==> src/rtl/multicycle_control.sv <==
// Multicycle MIPS-style control FSM: sequences fetch, decode and per-class
// execute/memory/writeback states and drives the datapath control lines.
module multicycle_control #(
   parameter bit MEM_WAIT_EN = 1'b1
) (
   input  logic       CLK,
   input  logic       RST_n,
   input  logic [5:0] Op,
   input  logic [5:0] Funct,
   input  logic       MemReady,
   input  logic       Zero,
   output logic       PCWrite,
   output logic       IorD,
   output logic       MemRead,
   output logic       MemWrite,
   output logic       IRWrite,
   output logic       RegWrite,
   output logic       ALUSrcA,
   output logic [1:0] ALUOp,
   output logic [1:0] ALUSrcB,
   output logic [1:0] PCSource,
   output logic [1:0] RegDst,
   output logic [1:0] MemtoReg,
   output logic       Illegal,
   output logic [3:0] State
);

   localparam logic [5:0] OP_RTYPE = 6'b000000;
   localparam logic [5:0] OP_J     = 6'b000010;
   localparam logic [5:0] OP_JAL   = 6'b000011;
   localparam logic [5:0] OP_BEQ   = 6'b000100;
   localparam logic [5:0] OP_ADDI  = 6'b001000;
   localparam logic [5:0] OP_LW    = 6'b100011;
   localparam logic [5:0] OP_SW    = 6'b101011;
   localparam logic [5:0] FN_JR    = 6'b001000;

   typedef enum logic [3:0] {
      S_FETCH  = 4'd0,
      S_DECODE = 4'd1,
      S_MEMADR = 4'd2,
      S_MEMRD  = 4'd3,
      S_MEMWB  = 4'd4,
      S_MEMWR  = 4'd5,
      S_RTEXE  = 4'd6,
      S_RTWB   = 4'd7,
      S_BEQ    = 4'd8,
      S_JUMP   = 4'd9,
      S_ADDIEX = 4'd10,
      S_ADDIWB = 4'd11,
      S_JAL    = 4'd12,
      S_JR     = 4'd13,
      S_HALT   = 4'd14
   } state_e;

   state_e state_q, state_d;
   logic   illegal_q, illegal_d;
   logic   mem_rdy;

   // With waiting disabled, memory accesses always complete in one cycle.
   assign mem_rdy = MEM_WAIT_EN ? MemReady : 1'b1;

   // State and sticky illegal-opcode flag registers.
   always_ff @(posedge CLK or negedge RST_n) begin
      if (!RST_n) begin
         state_q   <= S_FETCH;
         illegal_q <= 1'b0;
      end else begin
         state_q   <= state_d;
         illegal_q <= illegal_d;
      end
   end

   // Next-state logic; HALT (and the unused code) is absorbing until reset.
   always_comb begin
      state_d   = state_q;
      illegal_d = illegal_q;
      case (state_q)
         S_FETCH:  if (mem_rdy) state_d = S_DECODE;
         S_DECODE: begin
            case (Op)
               OP_LW, OP_SW: state_d = S_MEMADR;
               OP_RTYPE:     state_d = (Funct == FN_JR) ? S_JR : S_RTEXE;
               OP_BEQ:       state_d = S_BEQ;
               OP_J:         state_d = S_JUMP;
               OP_JAL:       state_d = S_JAL;
               OP_ADDI:      state_d = S_ADDIEX;
               default:      state_d = S_HALT;
            endcase
         end
         S_MEMADR: state_d = (Op == OP_LW) ? S_MEMRD : S_MEMWR;
         S_MEMRD:  if (mem_rdy) state_d = S_MEMWB;
         S_MEMWB:  state_d = S_FETCH;
         S_MEMWR:  if (mem_rdy) state_d = S_FETCH;
         S_RTEXE:  state_d = S_RTWB;
         S_RTWB:   state_d = S_FETCH;
         S_BEQ:    state_d = S_FETCH;
         S_JUMP:   state_d = S_FETCH;
         S_ADDIEX: state_d = S_ADDIWB;
         S_ADDIWB: state_d = S_FETCH;
         S_JAL:    state_d = S_FETCH;
         S_JR:     state_d = S_FETCH;
         S_HALT:   state_d = S_HALT;
         default:  state_d = S_HALT;
      endcase
      if (state_d == S_HALT) illegal_d = 1'b1;
   end

   // Control decode per state; everything is forced low while reset is held.
   always_comb begin
      PCWrite  = 1'b0;
      IorD     = 1'b0;
      MemRead  = 1'b0;
      MemWrite = 1'b0;
      IRWrite  = 1'b0;
      RegWrite = 1'b0;
      ALUSrcA  = 1'b0;
      ALUOp    = 2'b00;
      ALUSrcB  = 2'b00;
      PCSource = 2'b00;
      RegDst   = 2'b00;
      MemtoReg = 2'b00;
      if (RST_n) begin
         case (state_q)
            S_FETCH: begin
               MemRead = 1'b1;
               ALUSrcB = 2'b01;
               IRWrite = mem_rdy;
               PCWrite = mem_rdy;
            end
            S_DECODE: ALUSrcB = 2'b11;
            S_MEMADR: begin
               ALUSrcA = 1'b1;
               ALUSrcB = 2'b10;
            end
            S_MEMRD: begin
               MemRead = 1'b1;
               IorD    = 1'b1;
            end
            S_MEMWB: begin
               RegWrite = 1'b1;
               MemtoReg = 2'b01;
            end
            S_MEMWR: begin
               MemWrite = 1'b1;
               IorD     = 1'b1;
            end
            S_RTEXE: begin
               ALUSrcA = 1'b1;
               ALUOp   = 2'b10;
            end
            S_RTWB: begin
               RegWrite = 1'b1;
               RegDst   = 2'b01;
            end
            S_BEQ: begin
               ALUSrcA  = 1'b1;
               ALUOp    = 2'b01;
               PCSource = 2'b01;
               PCWrite  = Zero;
            end
            S_JUMP: begin
               PCWrite  = 1'b1;
               PCSource = 2'b10;
            end
            S_ADDIEX: begin
               ALUSrcA = 1'b1;
               ALUSrcB = 2'b10;
            end
            S_ADDIWB: RegWrite = 1'b1;
            S_JAL: begin
               RegWrite = 1'b1;
               RegDst   = 2'b10;
               MemtoReg = 2'b10;
               PCWrite  = 1'b1;
               PCSource = 2'b10;
            end
            S_JR: begin
               PCWrite  = 1'b1;
               PCSource = 2'b11;
            end
            default: ;
         endcase
      end
   end

   assign Illegal = illegal_q;
   assign State   = state_q;

endmodule

==> config.mk <==
export PLATFORM = sky130hd
export DESIGN_NAME = multicycle_control
export DESIGN_NICKNAME = d
export VERILOG_FILES = /design/src/rtl/multicycle_control.sv
export SDC_FILE = /design/constraint.sdc
export NUM_CORES = 1
export LEC_CHECK = 0
export ABC_AREA = 1
export CAP_MARGIN = 20
export CORE_UTILIZATION = 38
export DETAILED_ROUTE_END_ITERATION = 7
export PLACE_DENSITY_LB_ADDON = 0.1
export SLEW_MARGIN = 15
export SYNTH_ARGS = -nofsm -noshare
export SYNTH_HDL_FRONTEND = slang
export SYNTH_SLANG_ARGS = --single-unit
==> constraint.sdc <==
create_clock -name CLK -period 2 [get_ports CLK]
set_input_delay 0.6 -clock CLK [delete_from_list [all_inputs] [get_ports CLK]]
set_output_delay 0.6 -clock CLK [all_outputs]
set_load 0.05 [all_outputs]
==> impl_metrics.toml, run 1 <==
[outcome]
outcome = "did not finish"
haltStage = "clock tree synthesis (4_1_cts)"
stop_error = "[ERROR DPL-0033] detailed placement checks failed during check placement."

[logic_synthesis]
yosysSeqAreaShare_pct = 18.5
synth_top_area_cell = "dfrtp_1"
synth.net_count = 140
netlist-cell-type-count = 23
synth_area_per_cell_um2 = 5.46
yosys.area.top_type_share_pct = 18.5
syn_area_um2 = 677
syn-instance-count = 124
ys_seq_elements = 5
synth_area_leaders = "dfrtp_1 18%, nand2_1 16%, nor2_1 14%"
synth_warnings = 0

[placed_design]
gp_congestion = 0.813
port_buffers = 37
placedInstanceArea_um2 = 1420
preCtsSetupSlack_ns = -0.364
dp_hpwl_mm = 2.00

[floorplan]
initial_core_util_pct = 42.9
ios = 38
die_w_um = 44.2
rows = 14
die_h_um = 44.2

[cts]
clock-sinks = 5
cts_max_level = 1
cts_setup_buffers = 9
clockRootBuffer = "clkbuf_4"
cts_resized = 23
postCtsHoldBufs = 0
cts_buffer_depth = 2
cts_made_buffers = 3
-- cell usage after synthesis --
cell type and instances:
o2111ai_1 1, a41oi_1 1, nand3_2 1, nand2_1 28, nor2_4 1, nor3_1 1
o21ai_2 2, or2_0 1, nor4_1 1, nor2_1 25, inv_2 7, nand3b_1 1
a31oi_1 3, nand2_2 7, o211ai_1 1, nand3_1 6, clkbuf_1 1, nor2_2 4
buf_4 1, o21ai_0 3, a21oi_1 6, dfrtp_1 5, inv_1 17
-- metrics by stage --
stage	hold slack, ns	std cells
3_5_place_dp	0.472	182
3_3_place_gp	0.456	182
2_1_floorplan	0.304	124
-- cells by family after synthesis --
| logic type | synth area share [%] |
|---|---|
| simple gates | 50.8 |
| buf+inv | 15.0 |
| compound gates | 15.7 |
| flops | 18.5 |
==> run 2, diff against run 1 <==
--- a/config.mk
+++ b/config.mk
@@ -7,9 +7,10 @@
 export LEC_CHECK = 0
 export ABC_AREA = 1
 export CAP_MARGIN = 20
-export CORE_UTILIZATION = 38
+export CORE_AREA = 2 2 63 65
 export DETAILED_ROUTE_END_ITERATION = 7
-export PLACE_DENSITY_LB_ADDON = 0.1
+export DIE_AREA = 0 0 65 67
+export PLACE_DENSITY_LB_ADDON = 0.15
 export SLEW_MARGIN = 15
 export SYNTH_ARGS = -nofsm -noshare
 export SYNTH_HDL_FRONTEND = slang
==> run 2 against run 1 <==
Effect of this change:
- the flow now finishes, with violations (negative setup slack)
- synthesized cell count did not move
- area after synthesis stayed put
==> impl_metrics.toml, run 2 <==
[logic_synthesis]
synth.net_count = 140
netlist-cell-type-count = 23
yosysMostFrequentCell = "nand2_1"
ys_seq_elements = 5
synth-edff-count = 0
synth_area_per_cell_um2 = 5.46
syn-instance-count = 124
synth_top_area_cell = "dfrtp_1"
synth_warnings = 0
synth_area_leaders = "dfrtp_1 18%, nand2_1 16%, nor2_1 14%"
synth_common_cells = "28 x nand2_1, 25 x nor2_1, 17 x inv_1"
yosysSeqAreaShare_pct = 18.5
yosys.area.top_type_share_pct = 18.5
ys.flop_type = "dfrtp_1"
syn_area_um2 = 677
async_flop_share_pct = 100

[sta]
hold_ws_ns = 0.294
max_clock_freq_ghz = 0.482
finalHoldViolCount = 0
worstMarginPinSlew_ns = 0.257
fin_ws_ns = -0.0748
rsz0062_at_grt = "yes"
min_period_ns = 2.07
setup_violations = 8
relSlewSlack_pct = 82.8
post-route-period-util_pct = 104
clock_skew_ns = 0.00240
finalMaxSlewViolations = 0

[floorplan]
ios = 38
core-area_um2 = 3610
fp.dieArea_um2 = 4360
rows = 22
die_w_um = 65
initial_core_util_pct = 18.8
die_h_um = 67

[routing]
post_drt_wl_per_cell_um = 9.95
drcViolationCount = 0
drt-total-wl_mm = 2.30
dr.first_iter.drc_count = 13
vias_per_cell = 4.23
vias = 977
ant_nets = 0
drtPass1Iterations = 4

[worst_setup_path]
reg2regPathDepth = 8
critical_path.cell_chain = "inv_4, nand2_4, inv_2, nand2_2, nor2_2, inv_2, a31oi_4, buf_12"
cp.required_ns = 1.40
critPathMaxStageDelay_ns = 0.51
crit_fanout = 5
startpoint_type = "register"
endpoint_kind = "output port"
crit_arrival_ns = 1.47
slowest_stage = "dfrtp_4"
crit_top_cell = "inv_2"
crit_type = "reg2out"

[finish]
fin_cells = 231
final_common_cell = "nand2_1"
fin_nets = 200
syn2layout_area_growth_pct = 145
mostFrequentLayoutCells = "27 x nand2_1, 21 x buf_4, 19 x buf_12"
antenna_cells = 0
largest_reg_flops = 4
seq_area_um2 = 133
fillCellCount = 359
multiInputGateArea_um2 = 617
layout-drive-gt1-share_pct = 53.0

[cts]
clockRootBuffer = "clkbuf_8"
postCtsHoldBufs = 0
clock-sinks = 5
cts_max_level = 1
cts_made_buffers = 3
cts_buffer_depth = 2
clock_latency_ns = 0.22
clk_pin_slew_worst_paths_ns = 0.04
cts_tree = "built"

[power]
p_leak_nw = 0.739
peakVddDrop_v = 0.000131
power_mw = 0.360
cellPowerDensity_nw_per_um2 = 217

[placed_design]
preCtsSetupSlack_ns = -0.353
dp.cells = 217
port_buffers = 37
dp_hpwl_mm = 1.92
gp_congestion = 0.786

[outcome]
violations = "negative setup slack"
outcome = "complete, but fails checks"

[global_route]
antenna_found_initial = 0
grt_use_total_pct = 11.6
grt_max_degree = 16
grt_pass1_vias = 976
grt_pass1_wl_mm = 3.89
grt-ovfl-total = 0

[hold_path]
min_path_type = "in2async"

[job]
drv_cap = 0
## run 2: cell counts after synthesis
No cell type changed its count.
## run 2: logic make-up (layout without fill, tap and decap cells)
group | Yosys count | count (layout) | synth area share, %
AOI/OAI and AO/OA | 17 | 17 | 15.7
and+or+nand+nor | 76 | 76 | 50.8
buffers and inverters | 26 | 85 | 15.0
DFF | 5 | 5 | 18.5
## run 2: cell type report
| class | instances | area share [%] |
|---|---|---|
| sequential | 5 | 8.01 |
| timing repair buffer | 57 | 42.5 |
| tap | 48 | 3.63 |
| multi-input combinational | 93 | 37.3 |
| inverter | 24 | 5.90 |
| clock buffer | 4 | 2.72 |
## run 2: routing by layer
layer / wire (um) / global-route usage (%) / vias up
li1: - / - / 508
met1: 876 / 11.2 / 438
met2: 1270 / 23.5 / 29
met3: 126 / 2.03 / 2
met4: 25 / 5.32 / 0
met5: 0 / 0 / -
## run 2: what timing repair did
action	CTS	global route
setup buffers	7	3
endpoints found under the setup margin	17	13
gates cloned	0	0
resized for setup	15	6
pin swaps	7	5
## run 2: worst paths after layout
path / start / endpoint / slack [ns]
setup / recovery: State[3] / PCWrite / -0.07
hold / removal: RST_n / Illegal / 0.29
setup reg to reg: State[3] / Illegal / 0.58
hold reg to reg: Illegal / Illegal / 0.48
max in group asynchronous: RST_n / State[0] / 1.58
min in group CLK: Illegal / Illegal / 0.48
## run 2: worst max-delay path, delay by kind of cell, from the launching register on
family / cells / cell delay, ns
DFF: 1 / 0.51
buffers and inverters: 4 / 0.38
and+or+nand+nor: 3 / 0.21
AOI/OAI and AO/OA: 1 / 0.15
## run 2: report_power, final
group	switching (mW)	total, mW	internal [mW]
sequential	0	0.102	0.102
clock	0.0464	0.183	0.137
combinational	0.0354	0.0752	0.0399
## run 2: metrics by stage
stage	util (%)	instance area, um2	setup TNS, ns
6_report	45.9	1660	-0.310
5_1_grt	45.9	1660	-1.05
4_1_cts	44.6	1610	-0.226
3_5_place_dp	41.0	1480	-4.64
3_3_place_gp	41.0	1480	-4.44
2_1_floorplan	-	816	-0.474
Note: power is estimated with default switching activity, not from simulation.
